**src/rtl/branch_predictor.sv**
```systemverilog
// Direct-mapped branch predictor with 2-bit saturating counters.
// The FD stage looks up a prediction combinationally. The X stage trains
// the table with the resolved outcome. Two counters track resolved
// branches and mispredicted branches.
module branch_predictor #(
    parameter int LINES = 8,
    parameter int PC_W  = 32
) (
    input  logic            clk,
    input  logic            rst_n,
    input  logic [PC_W-1:0] pc_guess,
    input  logic            is_br_guess,
    output logic            pred_taken,
    output logic            pred_hit,
    input  logic [PC_W-1:0] pc_check,
    input  logic            is_br_check,
    input  logic            br_taken_check,
    input  logic            pred_check,
    output logic            mispredict,
    output logic [31:0]     br_count,
    output logic [31:0]     mispred_count
);

    localparam int IDX   = $clog2(LINES);
    localparam int TAG_W = PC_W - IDX - 2;

    // Table state: one valid bit, tag and counter per line
    logic [LINES-1:0] valid_q;
    logic [TAG_W-1:0] tag_q [LINES];
    logic [1:0]       ctr_q [LINES];

    logic [IDX-1:0]   guess_idx;
    logic [TAG_W-1:0] guess_tag;
    logic [IDX-1:0]   check_idx;
    logic [TAG_W-1:0] check_tag;
    logic             check_hit;
    logic [1:0]       ctr_next;

    // Byte-offset bits of the PCs never take part in indexing
    logic unused_pc_bits;
    assign unused_pc_bits = ^{pc_guess[1:0], pc_check[1:0]};

    assign guess_idx = pc_guess[IDX+1:2];
    assign guess_tag = pc_guess[PC_W-1:IDX+2];
    assign check_idx = pc_check[IDX+1:2];
    assign check_tag = pc_check[PC_W-1:IDX+2];

    // Lookup reads registered state only. An update in the same cycle
    // therefore becomes visible on the following cycle. The rst_n term keeps
    // the outputs low while reset is held.
    assign pred_hit   = rst_n & is_br_guess & valid_q[guess_idx]
                        & (tag_q[guess_idx] == guess_tag);
    assign pred_taken = pred_hit & ctr_q[guess_idx][1];

    assign mispredict = is_br_check & (br_taken_check ^ pred_check);

    assign check_hit  = valid_q[check_idx] & (tag_q[check_idx] == check_tag);

    // New counter value: saturating step on a hit, weak allocate on a miss
    always_comb begin
        ctr_next = ctr_q[check_idx];
        if (check_hit) begin
            if (br_taken_check) begin
                if (ctr_q[check_idx] != 2'b11) ctr_next = ctr_q[check_idx] + 2'b01;
            end else begin
                if (ctr_q[check_idx] != 2'b00) ctr_next = ctr_q[check_idx] - 2'b01;
            end
        end else begin
            ctr_next = br_taken_check ? 2'b10 : 2'b01;
        end
    end

    // Table training and statistics counters. Reset overrides a pending update.
    always_ff @(posedge clk or negedge rst_n) begin
        if (!rst_n) begin
            valid_q       <= '0;
            for (int i = 0; i < LINES; i++) begin
                tag_q[i] <= '0;
                ctr_q[i] <= 2'b00;
            end
            br_count      <= 32'd0;
            mispred_count <= 32'd0;
        end else if (is_br_check) begin
            valid_q[check_idx] <= 1'b1;
            tag_q[check_idx]   <= check_tag;
            ctr_q[check_idx]   <= ctr_next;
            br_count           <= br_count + 32'd1;
            if (mispredict) mispred_count <= mispred_count + 32'd1;
        end
    end

endmodule

```
**config.mk**
```make
export PLATFORM = sky130hd
export DESIGN_NAME = branch_predictor
export DESIGN_NICKNAME = d
export VERILOG_FILES = /design/src/rtl/branch_predictor.sv
export SDC_FILE = /design/constraint.sdc
export NUM_CORES = 1
export LEC_CHECK = 0
export CAP_MARGIN = 20
export CORE_MARGIN = 1.5
export CORE_UTILIZATION = 40
export DETAILED_ROUTE_END_ITERATION = 10
export DONT_BUFFER_PORTS = 1
export PLACE_DENSITY = 0.66
export SYNTH_ARGS = -nofsm -noshare
export SYNTH_HDL_FRONTEND = slang
export SYNTH_SLANG_ARGS = --single-unit
```
**constraint.sdc**
```tcl
create_clock -name clk -period 3.3 [get_ports clk]
set_input_delay 0.495 -clock clk [delete_from_list [all_inputs] [get_ports clk]]
set_output_delay 0.495 -clock clk [all_outputs]
set_load 0.01 [all_outputs]
```
# After elaboration in Yosys (flattened, before gate mapping)
# Index checks and enable logic that the tools add are counted.
word_totals:
  output_inout_bits: 67
  reg_bits: 304
  elab_cells: 75
  input_bits: 70
op_classes:
  order_cmp: 6
  reduce_logical: 4
  mux: 29
  addsub: 4
  bitwise: 10
  n_eq_ne: 3
op_table:
  columns: ["cell", "count"]
  rows:
  - ["bitwise mux 216 bit", 1]
  - ["binary-select mux 27 bit (select 3 bit)", 2]
  - ["2-to-1 mux 27 bit", 5]
  - ["demux 27 bit (select 3 bit)", 1]
  - ["adder 32 x 1 -> 32 bit, second input constant", 2]
  - ["equality test 27 bit", 2]
  - ["2-to-1 mux 2 bit", 10]
  - ["bitwise mux 16 bit", 1]
  - ["binary-select mux 2 bit (select 3 bit)", 2]
  - [">= comparator 4 bit, second input constant", 2]
  - ["less-than comparator 3 x 4 -> 1 bit, second input constant", 2]
  - ["NOT 3 -> 4 bit", 2]
  - ["bitwise OR 8 bit", 1]
  - ["bitwise AND 1 bit", 6]
  - ["binary-select mux 1 bit (select 3 bit)", 2]
  - ["demux 2 bit (select 3 bit)", 1]
  - ["less-than comparator 4 x 1 -> 1 bit, second input constant", 1]
  - ["demux 1 bit (select 3 bit)", 1]
  - [">= comparator 3 x 1 -> 1 bit, second input constant", 1]
  - ["2-to-1 mux 1 bit", 3]
  - ["adder 2 x 1 -> 2 bit, second input constant", 1]
  - ["logical AND 1 bit", 2]
  - ["!= test 2 bit, second input constant", 1]
  - ["AND reduction 2 bit", 1]
  - ["other kinds (3)", 3]

# Depth between registers and ports, before layout
depth:
  ltp_word: 9
  depth_mapped: 13
  ltp_nobuf: 9

# Worst setup path after synthesis
# No wires, ideal clock.
synth_timing:
  path_kind: "input port to output port"
  start: "input pc_guess[2]"
  end: "output pred_taken"
  slack_ps: -637
  path_stages: 9
  t_arrival_ps: 3442
  path_buffers: 3
  required_time_ps: 2805
  path_cell_list: "clkbuf_1 buf_1 buf_1 mux4_2 mux2i_1 xor2_1 nand4_1 nor4_1 nor2b_1"
synth_via:
  elab_chain_len: 7
  elab_cells_between_ends: 13
  classes_between: "eq/ne (1); mux (8); bitwise (4)"
synth_rtl:
  columns: ["element", "line_no", "rtl"]
  rows:
  - ["from (decl)", "11", "input logic [PC_W-1:0] pc_guess,"]
  - ["NOT 3 -> 4 bit (implied by the code)", "52", "& (tag_q[guess_idx] == guess_tag);"]
  - ["binary-select mux 27 bit (select 3 bit)", "52", null]
  - ["2-to-1 mux 27 bit (implied by the code) (2 in a row)", "52", null]
  - ["equality test 27 bit", "52", null]
  - ["bitwise AND 1 bit (*)", "52", null]
  - ["named net pred_hit", "14", "output logic pred_hit,"]
  - ["bitwise AND 1 bit (*)", "53", "assign pred_taken = pred_hit & ctr_q[guess_idx][1];"]
  - ["to (decl)", "13", "output logic pred_taken,"]
# The timed path passes the listed nets; every way through them passes the cells marked *. The select of a mux whose other input is x is not followed.

# Worst setup path after layout
layout_timing:
  start: "register tag_q[131] (netlist name)"
  end: "output pred_taken"
layout_via:
  elab_chain_len: 6
layout_rtl:
  columns: ["element", "line_no", "rtl"]
  rows:
  - ["from (decl)", "29", "logic [TAG_W-1:0] tag_q [LINES];"]
  - ["from (signal, indexed assignment)", "85", "tag_q[check_idx] <= check_tag;"]
  - ["binary-select mux 27 bit (select 3 bit)", "52", null]
  - ["2-to-1 mux 27 bit (implied by the code) (2 in a row)", "52", null]
  - ["equality test 27 bit", "52", null]
  - ["bitwise AND 1 bit", "52", null]
  - ["bitwise AND 1 bit", "53", null]
# Every way passes these cells. The select of a mux whose other input is x is not followed.

==> results.md <==
- Run status: finished, violations left
- Failing checks: hold timing, setup timing
- CP max FO: 2
- Wirelength, routed: 44.23 mm
- Top cells by area, synth: dfrtp_1 (47%), mux4_2 (12%), mux2_2 (8.9%)
- Worst Path Arrival: 3090 ps
- Fin Hold WS: -346.4 ps
- Worst Reg-to-Reg Cells: 9
- Area leader, netlist: dfrtp_1
- Area grow syn2layout: 10.95%
- Worst Setup Slack, final: -289.0 ps
- Final min period: ~3600 ps
- R2R setup slack: 260 ps
- Total track usage: 0.2144
- Wirelength per Cell: 23.14 µm
- Worst VDD drop: 0.0004055 V
- Iter 0 DRT Violations: between 800 and 900
- CP startpoint kind: flip-flop
- CTS buffer count: 36
- Final setup violation count: 2
- Post-Syn Instances: 1384
- HPWL Detailed: 27.40 mm
- Slew @ Worst Pin: approximately 1100 ps
- Clock transition at path regs: about 60 ps
- CP cell instances: mux4_2 > mux2i_2 > xor2_1 > nand4_1 > nor4_2 > nand3_2 > nor4_4 > buf_4 > nor2b_4 > buf_6
- Post-synth top area share: 0.4676
- Setup crit end kind: primary output
- Post-Place Worst Slack: -95.90 ps
- Number of global-route vias before repair: between 10000 and 15000
- Total power draw: 10.94 mW
- Initial antenna violation count: 0
- Pwr/cell area: 606.3 mW/mm²
- Maximum clock rate: 278.6 MHz
- Seq/Total Area, Yosys: 0.4676
- Die area: 0.04189 mm²
- Final core occ: 0.4522
- DR vias/cell: 5.801
- Final net count: between 1000 and 1500
- Final period util: 1.088
- RSZ-0062 raised after global routing: yes
- Crit-path slowest cell: mux4_2
- Site Rows: 73
- Clk root buf: clkbuf_16
- ANT cells: 0
- Average size of a mapped cell: between 10 and 15 µm²
- Synthesis Warnings: 0
- CTS tree: yes
- Cells after DPL: 1846
- Most frequent cells in the layout: dfrtp_1 (304), nand2_1 (281), mux2_2 (129)
- Post-route ant nets: 0
- Critical path class: reg2out
- Slowest stage delay, CP: 480 ps
- FFs w/ async S/R, synth: 1.000
- Commonest non-fill, non-tap cell in the layout: dfrtp_1
- Gr ovfl total: 0
- Setup Skew: 15.94 ps
- Fraction of layout cells with a size suffix above 1: 0.2403
- Largest net degree at the start of global routing: 306
- # Max-Cap Violations: 0
- Buffers on Ports: 0
- Pleak: 7.953 nW
- Pins Over Slew Limit: 0
- Clock sinks: between 300 and 400
- Yosys reg bits: 304
- DRT Pass-1 Iters: 5
- DIE WIDTH: 204.7 µm
- Synth Flop Type: dfrtp_1
- R2R Path End: ctr_q[13]
- Final hold vios: 304
- Setup TNS: -533.2 ps
- Maximum buffer depth of the clock tree: 3
- First-pass GRT wire length: ~70 mm
- Initial Utilization: 0.4076
- Filler cell count: about 3500
- Max_slew headroom: 0.2684
- Detailed-route DRC error count: 0
- CP bufs+invs: 2
- Core area: 0.03991 mm²
- I/O pin count: about 140
- Final GP Congestion: 0.7996
- CTS HTree Levels: 2
- Finished Layout Cells: 1911
- R2R Path Start: tag_q[32]
- Syn Std Cell Area: 0.01627 mm²
- Routed vias: 11090
- Synth unique cells: 55
- Later-pin clock latency in the skew report: ~560 ps
- Worst Path Required: 2800 ps
- CP delay by family, top: simple AND/OR/NAND/NOR gates
- Post-synth EDFFs: 0
- Die Ht: 204.7 µm
- Worst hold path type: in2async
- Synth Net Count: 1456
sequential cells by signal, indices dropped and copies added, names as in the netlist:
name / count
tag_q: 216
br_count: 32
valid_q: 8
mispred_count: 32
ctr_q: 16
where the power goes:
part           internal (mW)  total, mW  leakage, nW  switching (mW)
Sequential              4.41       5.02         3.78           0.611
Combinational           1.22       2.07         3.63           0.853
Clock                   2.23       3.86        0.547            1.63
Total                   7.85       10.9         7.95            3.09
worst reg2reg max path, cell delays in order, from the launching register on:
cell	delay, ps
dfrtp_1	410
mux4_2	480
mux2i_1	190
xor2_1	380
o2111ai_1	190
nand4bb_1	300
nor4b_4	360
buf_12	190
mux2i_1	80
or3_1	350
synth_stat cells (3+ instances only):
cell type    n
buf_1       13
a21boi_0     3
xnor2_1     55
and4_1       8
a21oi_1     18
a22o_1       8
mux2_2     129
nor2_1      30
nand2_1    281
nor4_1       8
and3_1      19
nand3_1     31
inv_1        8
buf_4        6
nor2b_1     16
buf_6        4
clkbuf_1    54
or2_2        6
nand4_1     19
xor2_1      49
nor3_1       8
dfrtp_1    304
and2_1       3
a22oi_1     13
mux2i_1     99
nand2b_1     6
buf_2       16
or3_1        8
nand3b_1     6
mux4_2      90
o21ai_0     33
worst max-delay path by stage:
stage	slack [ps]	end	startpoint	cells after the start
floorplan	30	pred_taken	pc_guess[2]	10
global placement	-90	pred_taken	pc_guess[2]	10
detailed placement	-100	pred_taken	pc_guess[2]	10
CTS	-310	pred_taken	tag_q[121]	10
global route	-480	pred_taken	tag_q[50]	10
finish	-290	pred_taken	tag_q[131]	10
metrics by stage:
stage | hold slack [ps] | cell area [µm²]
6_report | -346.4 | 18050
5_1_grt | -380.1 | 18050
4_1_cts | -381.6 | 18010
3_5_place_dp | 205.3 | 16840
3_3_place_gp | 205.0 | 16840
2_1_floorplan | 199.4 | 16280
kinds of logic (layout without fill, tap and decap cells):
group / after synthesis / after routing / share of synthesized area
AO/OA/AOI/OAI: 88 / 88 / 0.03376
AND/OR/NAND/NOR: 459 / 459 / 0.1310
XOR/XNOR: 104 / 104 / 0.05599
multiplexers: 320 / 320 / 0.2780
buffers and inverters: 106 / 108 / 0.03146
adder cells (fa/ha/maj): 3 / 3 / 0.002153
flip-flops: 304 / 304 / 0.4676
area by class of cell:
cell class                 instances  area [µm²]  share of cell area
clock inverter                    11       122.6            0.006793
timing repair buffer              38       380.4             0.02107
inverter                           8       30.03            0.001664
sequential                       304        7607              0.4215
tap                              525       656.9             0.03639
clock buffer                      51        1007             0.05580
multi-input combinational        974        8245              0.4568
routing by layer:
layer  up-vias  GRT usage  part of all wire
met5         -          0                 0
met2       406     0.3384              0.47
li1       4874          -                 -
met3        98    0.04948             0.072
met1      5708     0.2805              0.42
met4         0    0.09664             0.038
timing repair:
item | CTS | global route
buffers inserted | 1 | 2
endpoints found under the setup margin | 2 | 2
hold endpoints to repair | 304 | 304
pin swaps | 5 | 2
resized for setup | 7 | 3
No activity file was read; power rests on OpenSTA's default activity.
